`src/rtl/fft_pkg.sv`:
```
// Shared definitions for the FFT input framing path.
// Contents:
//   DATA_W, PTS_W, FFT_POINTS : default sample width, point-count width, frame length
//   CNT_W                     : frame index width for the default frame length
//   sample_t                  : signed sample type at the default width
//   is_pow2()                 : constant-foldable power-of-two test for parameter checks
package fft_pkg;

  localparam int DATA_W     = 14;
  localparam int PTS_W      = 11;
  localparam int FFT_POINTS = 1024;
  localparam int CNT_W      = $clog2(FFT_POINTS);

  typedef logic signed [DATA_W-1:0] sample_t;

  function automatic bit is_pow2(input int n);
    return (n > 0) && ((n & (n - 1)) == 0);
  endfunction

endpackage

```
`src/rtl/fft_frame_counter.sv`:
```
// Modulo-POINTS beat index counter for the FFT input framer.
// Ports:
//   clk      : rising-edge clock
//   reset    : asynchronous active-high reset, returns the index to 0
//   advance  : step to the next index on this edge
//   is_first : current index is 0 (next loaded beat starts a frame)
//   is_last  : current index is POINTS-1 (next loaded beat ends a frame)
module fft_frame_counter #(
  parameter int POINTS = fft_pkg::FFT_POINTS,
  parameter int CNT_W  = fft_pkg::CNT_W
) (
  input  logic clk,
  input  logic reset,
  input  logic advance,
  output logic is_first,
  output logic is_last
);

  localparam logic [CNT_W-1:0] LAST_IDX = CNT_W'(POINTS - 1);

  logic [CNT_W-1:0] cnt_reg;
  logic [CNT_W-1:0] cnt_next;

  // Explicit wrap keeps the frame length exact even if the width is ever
  // chosen larger than strictly needed.
  always_comb begin
    cnt_next = cnt_reg;
    if (advance) begin
      cnt_next = (cnt_reg == LAST_IDX) ? '0 : cnt_reg + 1'b1;
    end
  end

  always_ff @(posedge clk or posedge reset) begin
    if (reset) begin
      cnt_reg <= '0;
    end else begin
      cnt_reg <= cnt_next;
    end
  end

  assign is_first = (cnt_reg == '0);
  assign is_last  = (cnt_reg == LAST_IDX);

endmodule

```
`src/rtl/fft_input_framer.sv`:
```
// Frames a continuous real sample stream into fixed-length Avalon-ST packets
// for the streaming FFT sink port.
// Ports:
//   clk, reset      : clock and asynchronous active-high reset
//   insignal        : one real sample per clock (offset-binary when OFFSET_BIN=1)
//   sink_ready      : FFT backpressure; a beat transfers when valid and ready
//   sink_valid/sop/eop, outreal : registered beat, two's complement data
//   sink_error, inverse, outimag, fft_pts : constant ties (no error, forward
//                     transform, zero imaginary part, frame length)
module fft_input_framer #(
  parameter int DATA_W     = fft_pkg::DATA_W,
  parameter int PTS_W      = fft_pkg::PTS_W,
  parameter int FFT_POINTS = fft_pkg::FFT_POINTS,
  parameter bit OFFSET_BIN = 1'b0
) (
  input  logic              clk,
  input  logic              reset,
  input  logic [DATA_W-1:0] insignal,
  input  logic              sink_ready,
  output logic              sink_valid,
  output logic              sink_sop,
  output logic              sink_eop,
  output logic [1:0]        sink_error,
  output logic              inverse,
  output logic [DATA_W-1:0] outreal,
  output logic [DATA_W-1:0] outimag,
  output logic [PTS_W-1:0]  fft_pts
);

  import fft_pkg::*;

  localparam int FRAME_CNT_W = $clog2(FFT_POINTS);

  // Reject frame lengths the counter and the fft_pts port cannot represent.
  generate
    if (!is_pow2(FFT_POINTS) || (FFT_POINTS < 8) || (FFT_POINTS > 2 ** (PTS_W - 1))) begin : g_bad_points
      $error("fft_input_framer: FFT_POINTS must be a power of two in 8..2**(PTS_W-1)");
    end
  endgenerate

  logic [DATA_W-1:0] sample_conv;

  generate
    if (OFFSET_BIN) begin : g_offset_bin
      // Offset-binary to two's complement is a flip of the sign bit.
      assign sample_conv = {~insignal[DATA_W-1], insignal[DATA_W-2:0]};
    end else begin : g_twos_comp
      assign sample_conv = insignal;
    end
  endgenerate

  logic              valid_reg;
  logic              sop_reg;
  logic              eop_reg;
  logic [DATA_W-1:0] real_reg;
  logic              load;
  logic              is_first;
  logic              is_last;

  // A beat offered but not accepted must stay put; otherwise the register
  // refreshes every cycle. Samples arriving during a hold, or while ready is
  // low, are dropped by design (no buffering).
  assign load = !(valid_reg && !sink_ready);

  // The index only moves when the freshly loaded beat is actually offered,
  // so a stall pauses the frame rather than skipping positions.
  fft_frame_counter #(
    .POINTS (FFT_POINTS),
    .CNT_W  (FRAME_CNT_W)
  ) u_frame_counter (
    .clk      (clk),
    .reset    (reset),
    .advance  (load && sink_ready),
    .is_first (is_first),
    .is_last  (is_last)
  );

  always_ff @(posedge clk or posedge reset) begin
    if (reset) begin
      valid_reg <= 1'b0;
      sop_reg   <= 1'b0;
      eop_reg   <= 1'b0;
      real_reg  <= '0;
    end else if (load) begin
      valid_reg <= sink_ready;
      sop_reg   <= is_first;
      eop_reg   <= is_last;
      real_reg  <= sample_conv;
    end
  end

  assign sink_valid = valid_reg;
  assign sink_sop   = sop_reg;
  assign sink_eop   = eop_reg;
  assign outreal    = real_reg;

  assign sink_error = 2'b00;
  assign inverse    = 1'b0;
  assign outimag    = '0;
  assign fft_pts    = PTS_W'(FFT_POINTS);

endmodule

```
`config.mk`:
```
export PLATFORM = sky130hd
export DESIGN_NAME = fft_input_framer
export DESIGN_NICKNAME = d
export VERILOG_FILES = /design/src/rtl/fft_pkg.sv /design/src/rtl/fft_frame_counter.sv /design/src/rtl/fft_input_framer.sv
export SDC_FILE = /design/constraint.sdc
export NUM_CORES = 1
export LEC_CHECK = 0
export BUFFER_PORTS_ARGS = -buffer_cell sky130_fd_sc_hd__buf_2
export CAP_MARGIN = 25
export CORE_MARGIN = 1
export CORE_UTILIZATION = 45
export CTS_BUF_LIST = sky130_fd_sc_hd__clkbuf_2 sky130_fd_sc_hd__clkbuf_4 sky130_fd_sc_hd__clkbuf_8
export DETAILED_ROUTE_END_ITERATION = 8
export PLACE_DENSITY = 0.77
export SYNTH_ARGS = -nofsm -noshare
export SYNTH_HDL_FRONTEND = slang
export SYNTH_SLANG_ARGS = --single-unit
```
`constraint.sdc`:
```
create_clock -name clk -period 1.68 [get_ports clk]
set_clock_uncertainty 0.1 [all_clocks]
set_input_delay 0.252 -clock clk [delete_from_list [all_inputs] [get_ports clk]]
set_output_delay 0.252 -clock clk [all_outputs]
set_load 0.02 [all_outputs]
```
==> results of run 1 <==
[layout make-up]
cell class              instances  share of cell area (%)
clock buffers                   3                    1.46
clock inverters                 1                   0.486
inverters                       4                   0.972
multi-input cells              90                    36.9
flip-flops and latches         27                    43.9
well taps                      31                    2.51
repair buffers                 39                    13.8
[synth_stat cells (2+ instances only)]
library cell | instances | area, sq um
buf_4 | 28 | 210
nor2_1 | 2 | 7.51
xnor2_1 | 2 | 17.5
nor3_1 | 2 | 10.0
ha_1 | 2 | 25.0
mux2_2 | 15 | 169
dfrtp_1 | 27 | 676
nand3_1 | 4 | 20.0
o21ai_0 | 6 | 30.0
xor2_1 | 2 | 17.5
inv_1 | 4 | 15.0
nand4_1 | 4 | 25.0
nand2_1 | 7 | 26.3
conb_1 | 2 | 7.51
buf_2 | 2 | 10.0
[report_power, final]
group          switching, W  internal (W)
clock              0.000189     0.0000906
sequential         0.000129      0.000759
combinational      0.000270      0.000197
total              0.000588       0.00105
[stage by stage]
stage / std cells / utilization, % / setup WS (ns) / hold WS [ns] / cell area (sq um)
after CTS: 192 / 53.7 / 0.165 / 0.0480 / 1520
after global placement: 187 / 52.3 / 0.304 / 0.147 / 1480
final: 195 / 54.6 / 0.170 / 0.0547 / 1550
after detailed placement: 187 / 52.3 / 0.197 / 0.155 / 1480
after floorplan: 152 / - / 0.146 / 0.205 / 1490
after global routing: 195 / 54.6 / 0.00819 / 0.0269 / 1550
[how the worst max path moves through the flow]
stage                                             end  slack, ns  cells after the start
2_1_floorplan                  outreal[0]$_DFFE_PP0N_       0.15                      4
3_3_place_gp   u_frame_counter.cnt_reg[0]$_DFFE_PP0P_       0.30                      3
3_5_place_dp   u_frame_counter.cnt_reg[0]$_DFFE_PP0P_       0.20                      3
4_1_cts        u_frame_counter.cnt_reg[0]$_DFFE_PP0P_       0.17                      3
5_1_grt        u_frame_counter.cnt_reg[0]$_DFFE_PP0P_      0.008                      4
6_report                         sink_eop$_DFFE_PP0N_       0.17                      4
[layer usage]
layer  vias to the layer above  GRT usage, %  routed length [microns]
met2                        45          25.9                     1200
li1                        449             -                        -
met1                       465          16.9                      911
met3                         2          3.17                      181
met4                         0          2.44                       10
met5                         -             0                        0
[logic make-up (layout without fill, tap and decap cells)]
logic type,count (synthesis),count (layout),share of synthesized area [%]
xor+xnor,4,4,2.53
compound gates,14,14,6.40
fa+ha+maj,2,2,1.80
buf+inv,35,47,17.2
mux,15,15,12.2
simple gates,27,27,10.6
flops,27,27,48.7
other cells,2,28,0.541
[repair_timing]
item | in CTS | in global routing
endpoints found under the hold margin | 9 | 0
setup buffers | 0 | 3
hold buffers | 1 | 0
gates resized for setup | 0 | 2
setup endpoints to repair | 0 | 1
==> run metrics, run 1 <==
slowest cell delay on critical path 0.48 ns; Layout Nets 184; Final Hold Fails 0; commonest non-fill, non-tap cell in the layout buf_2; worst reg2reg setup slack 0.17 ns; Critical Path Fanout Max 7; Yosys reg bits 27; Top Family by Delay on Critical Path simple AND/OR/NAND/NOR gates; Critical Path Sink Type flop; Post-Synthesis Cells 126; Final period util 89.9%; crit path cell chain nand4_1 -> buf_4 -> nor3_2 -> mux2_2; Final Setup Violations 0; ys async rst share 100%; min-delay worst type in2reg; RSZ-0062 raised after global routing no; register area share after synthesis 48.7%; vias per inst 4.93; IO Port Bufs 33; H-Tree Depth 1; most frequent cells in the layout 33 x buf_2, 28 x conb_1, 25 x dfrtp_1; initial DRC count 44; initial antenna violation count 0; status finished, violations left; die height 57.5 microns; root buffer cell clkbuf_4; Netlist cell types 32; routed length per instance 11.8 microns; DP HPWL 1790 microns; number of synthesized flops with an enable pin 0; min Tclk post-route 1.51 ns; worst path buffer plus inverter count 1; Pleak 0.754 nW; Arr. time, crit path 1.68 ns; Hold Path Depth 2; setup TNS 0 ns; Max Root-Sink Buffers 2; Startpoint Class flop; HP Start insignal[4]; Antenna Nets Post-Route 0; Synth Warn # 0; placement row count 19; fmax 0.662 GHz; number of flip-flops under the largest register name 14; layout cell share with drive strength beyond 1 37.2%; fill count 250; Clk Latency, worst-skew pair 0.31 ns; Max Cap Violations 0; Slew Limit Fails 0; Worst R2R End sink_eop$_DFFE_PP0N_; diode count 0; area occupied by registers 678 sq um; Die Area 0.00331 sq mm; VDD IR max 0.000607 V; Worst-path clk slew 0.15 ns; Initial Utilization 49.0%; CP required 1.85 ns; top_reg_cell synth dfrtp_1; Final Wtd Congestion 0.924; total power 0.00163 W; Num CTS Buffers 3; Mapped Avg Cell Area 11.0 sq um; total clock sinks 27; first drt pass iteration count 6; Critical path origin u_frame_counter.cnt_reg[3]$_DFFE_PP0P_; vias in the first global route 871; failing checks DRC; Layout area overhead 11.4%; Crit Path Category reg2reg; largest net degree at the start of global routing 19; reg-to-reg startpoint u_frame_counter.cnt_reg[3]$_DFFE_PP0P_; worst hold path endpoint outreal[4]$_DFFE_PP0N_; PwrDens 1060 mW/mm^2; Overflow after GRT 0; global-route wire length before repair 3680 microns; Core Area 0.00283 sq mm; number of remaining DRC errors 7; total wire length 2310 microns; Multi-input gate area 571 sq um; io pins 62; Syn Std Cell Area 0.00139 sq mm; Slowest-stage cell, CP dfrtp_1; TritonCTS clock tree done; Chip Width 57.5 microns; FF-to-FF path depth 4; Total Routing Usage GR 14.1%; Via Count 961
(Power assumes the default switching activity.)
==> run 2: changes to the inputs <==
Settings changed: ABC_AREA from default to 1, CORE_ASPECT_RATIO from default to 2, PLACE_DENSITY 0.77 to 0.76.
==> run 2 against run 1 <==
Net effect: clock power grew 35%; core utilization fell by 1.8 points; largest power group unchanged; maximum frequency up 10%; critical path type unchanged; the flow now finishes without violations; critical endpoint is now u_frame_counter.cnt_reg[0]$_DFFE_PP0P_; first-iteration DRC count is 55% lower; sequential power fell by 2.5%.
==> run metrics, run 2 <==
Critical path origin u_frame_counter.cnt_reg[0]$_DFFE_PP0P_; Top Usage Layer GRT met2; diode count 0 (unchanged); min Tclk post-route 1.37 ns (-0.139 ns); initial antenna violation count 0 (unchanged); Worst-path clk slew 0.09 ns (-0.06 ns); Placement Setup Slack 0.335 ns (+0.138 ns); Slowest-stage cell, CP dfrtp_1; PnR worst setup slack 0.309 ns (+0.139 ns); reg-to-reg startpoint u_frame_counter.cnt_reg[0]$_DFFE_PP0P_; global-route wire length before repair 3960 microns (+7.7%); Core Area 0.00301 sq mm (+6.5%); Mapped Avg Cell Area 8.27 sq um (-25%); P_int 0.00106 W (+1.2%); cts hold-fix bufs 1 (unchanged); Combinational Power Share 24.8% (-3.8 points); Slew Limit Fails 0 (unchanged); Layout area overhead 9.28%; CP required 1.75 ns (-0.10 ns); cell taking the most area after synthesis dfrtp_1; VDD IR max 0.000785 V (+29%); placement row count 28 (+9); Max Root-Sink Buffers 2 (unchanged); setup TNS 0 ns (unchanged); Clk network pwr share 22.8% (+5.7 points); sequential power share 52.4% (-1.9 points); top_reg_cell synth dfrtp_1; number of remaining DRC errors 0 (-7); most frequent cells in the layout 68 x nand2_1, 33 x buf_2, 28 x conb_1; PwrDens 1040 mW/mm^2 (-1.8%); RSZ-0062 raised after global routing no; vias per inst 4.49 (-9.0%); Synth Warn # 0 (unchanged); Critical Path Sink Type flop; met1 GRT Util 15.5% (-1.4 points); Hold Path Depth 3 (+1); Post-synth top cells 68 x nand2_1, 29 x buf_4, 27 x dfrtp_1; root buffer cell clkbuf_8; Final Hold Fails 0 (unchanged); Post-DP Area 0.00154 sq mm (+3.7%); first drt pass iteration count 6 (unchanged); status completed; routed length per instance 10.3 microns (-13%); Final Wtd Congestion 0.793 (-14%); fmax 0.729 GHz (+10%); Layout Nets 231 (+26%); met3 Use GR 1.30% (-1.9 points); Final period util 81.6% (-8.2 points); worst path buffer plus inverter count 1 (unchanged); initial DRC count 20 (-55%); number of flip-flops under the largest register name 14 (unchanged); IO Port Bufs 33 (unchanged); Via Count 1,081 (+12%); Crit Path Category reg2reg; postcts setup bufs 0 (unchanged); min-delay worst type in2reg; total clock sinks 27 (unchanged); crit path cell chain ha_1 -> nand3_1 -> inv_1 -> nand2_1 -> nor2_1 -> o21ai_0; area share of the largest cell type after synthesis 46.4% (-2.3 points); Pleak 0.957 nW (+27%); Clk Latency, worst-skew pair 0.28 ns (-0.03 ns); vias in the first global route 952 (+9.3%); die height 82.5 microns (+43%); Arr. time, crit path 1.44 ns (-0.24 ns); fin area 0.00159 sq mm (+3.0%); Critical Path Fanout Max 4 (-3); layout cell share with drive strength beyond 1 23.7% (-13 points); Netlist cell types 24 (-25%); H-Tree Depth 1 (unchanged); Placed Cells 236 (+26%); number of synthesized flops with an enable pin 0 (unchanged); TritonCTS clock tree done; slowest cell delay on critical path 0.40 ns (-0.08 ns); ys async rst share 100% (unchanged); Yosys reg bits 27 (unchanged); Overflow after GRT 0 (unchanged); Resized cells post-CTS 0 (unchanged); Max Cap Violations 0 (unchanged); most frequent cell after synthesis nand2_1; DP HPWL 1910 microns (+6.6%); io pins 62 (unchanged); Syn Std Cell Area 0.00146 sq mm (+5.0%); register area share after synthesis 46.4% (-2.3 points); sw frac 35.9% (-0.049 points); largest net degree at the start of global routing 28 (+9); non-filler instance count after layout 241 (+24%); Chip Width 42.2 microns (-27%); Num CTS Buffers 3 (unchanged); FF-to-FF path depth 6 (+2); Post-Synthesis Cells 176 (+40%); Area contributors post-synth dfrtp_1 46%, nand2_1 18%, buf_4 15%; fill count 317 (+27%); total wire length 2490 microns (+8.0%); total power 0.00165 W (+1.1%); Antenna Nets Post-Route 0 (unchanged); Psw 0.000593 W (+0.95%); Total Routing Usage GR 15.0% (+0.92 points); CP Depth 6 (+2); commonest non-fill, non-tap cell in the layout nand2_1; Top Family by Delay on Critical Path flip-flops; HP Start insignal[10]; Final Setup Violations 0 (unchanged); Initial Utilization 48.3% (-0.71 points); Die Area 0.00348 sq mm (+5.2%); Startpoint Class flop; met2 usage 28.3% (+2.4 points)
## run 2: final cells by class
cell class	instances	area [sq um]	share of cell area [%]
multi-input combinational	127	579	36.4
timing repair buffer	35	183	11.5
inverter	18	70.1	4.40
clock buffer	3	41.3	2.59
tap	30	37.5	2.36
clock inverter	1	5.00	0.314
sequential	27	676	42.5
## run 2: worst reg2reg max path: stages (launching register included)
cell     delay [ns]
dfrtp_1        0.40
ha_1           0.20
nand3_1        0.15
inv_1          0.09
nand2_1        0.05
nor2_1         0.17
o21ai_0        0.10
## run 2: cell families after synthesis
kind of cell | Yosys count | share of synthesized area, %
AOI/OAI and AO/OA | 2 | 0.773
xor gates and xnor gates | 5 | 3.01
DFF | 27 | 46.4
other | 2 | 0.516
and+or+nand+nor | 90 | 27.1
adders and majority gates | 2 | 1.72
buffers and inverters | 48 | 20.5
## run 2: power by group through the flow
| stage | Combinational [W] | Sequential (W) | Clock (W) |
|---|---|---|---|
| final | 0.000410 | 0.000866 | 0.000377 |
| after detailed placement | 0.000413 | 0.000877 | 0 |
| after floorplan | 0.000322 | 0.000897 | 0 |
| after global placement | 0.000400 | 0.000873 | 0 |
| after CTS | 0.000416 | 0.000865 | 0.000384 |
| after global routing | 0.000463 | 0.000877 | 0.000400 |
## run 2: final timing paths
check | endpoint | slack (ns)
max in group asynchronous | outreal[2]$_DFFE_PP0N_ | 0.76
min in group asynchronous | u_frame_counter.cnt_reg[7]$_DFFE_PP0P_ | 0.46
hold / removal | outreal[10]$_DFFE_PP0N_ | 0.06
setup reg to reg | u_frame_counter.cnt_reg[0]$_DFFE_PP0P_ | 0.31
hold reg to reg | outreal[9]$_DFFE_PP0N_ | 0.37
setup / recovery | u_frame_counter.cnt_reg[0]$_DFFE_PP0P_ | 0.31
## run 2: metal layers
layer / wire [microns] / share of wire [%]
met1: 929 / 37
met2: 1390 / 56
met3: 105 / 4.2
met4: 64 / 2.6
met5: 0 / 0
## run 2: stage by stage
| step | hold WS [ns] | utilization [%] |
|---|---|---|
| floorplan | 0.205 | - |
| global placement | 0.229 | 51.0 |
| detailed placement | 0.231 | 51.0 |
| CTS | 0.0616 | 52.8 |
| global route | 0.0713 | 52.8 |
| finish | 0.0603 | 52.8 |
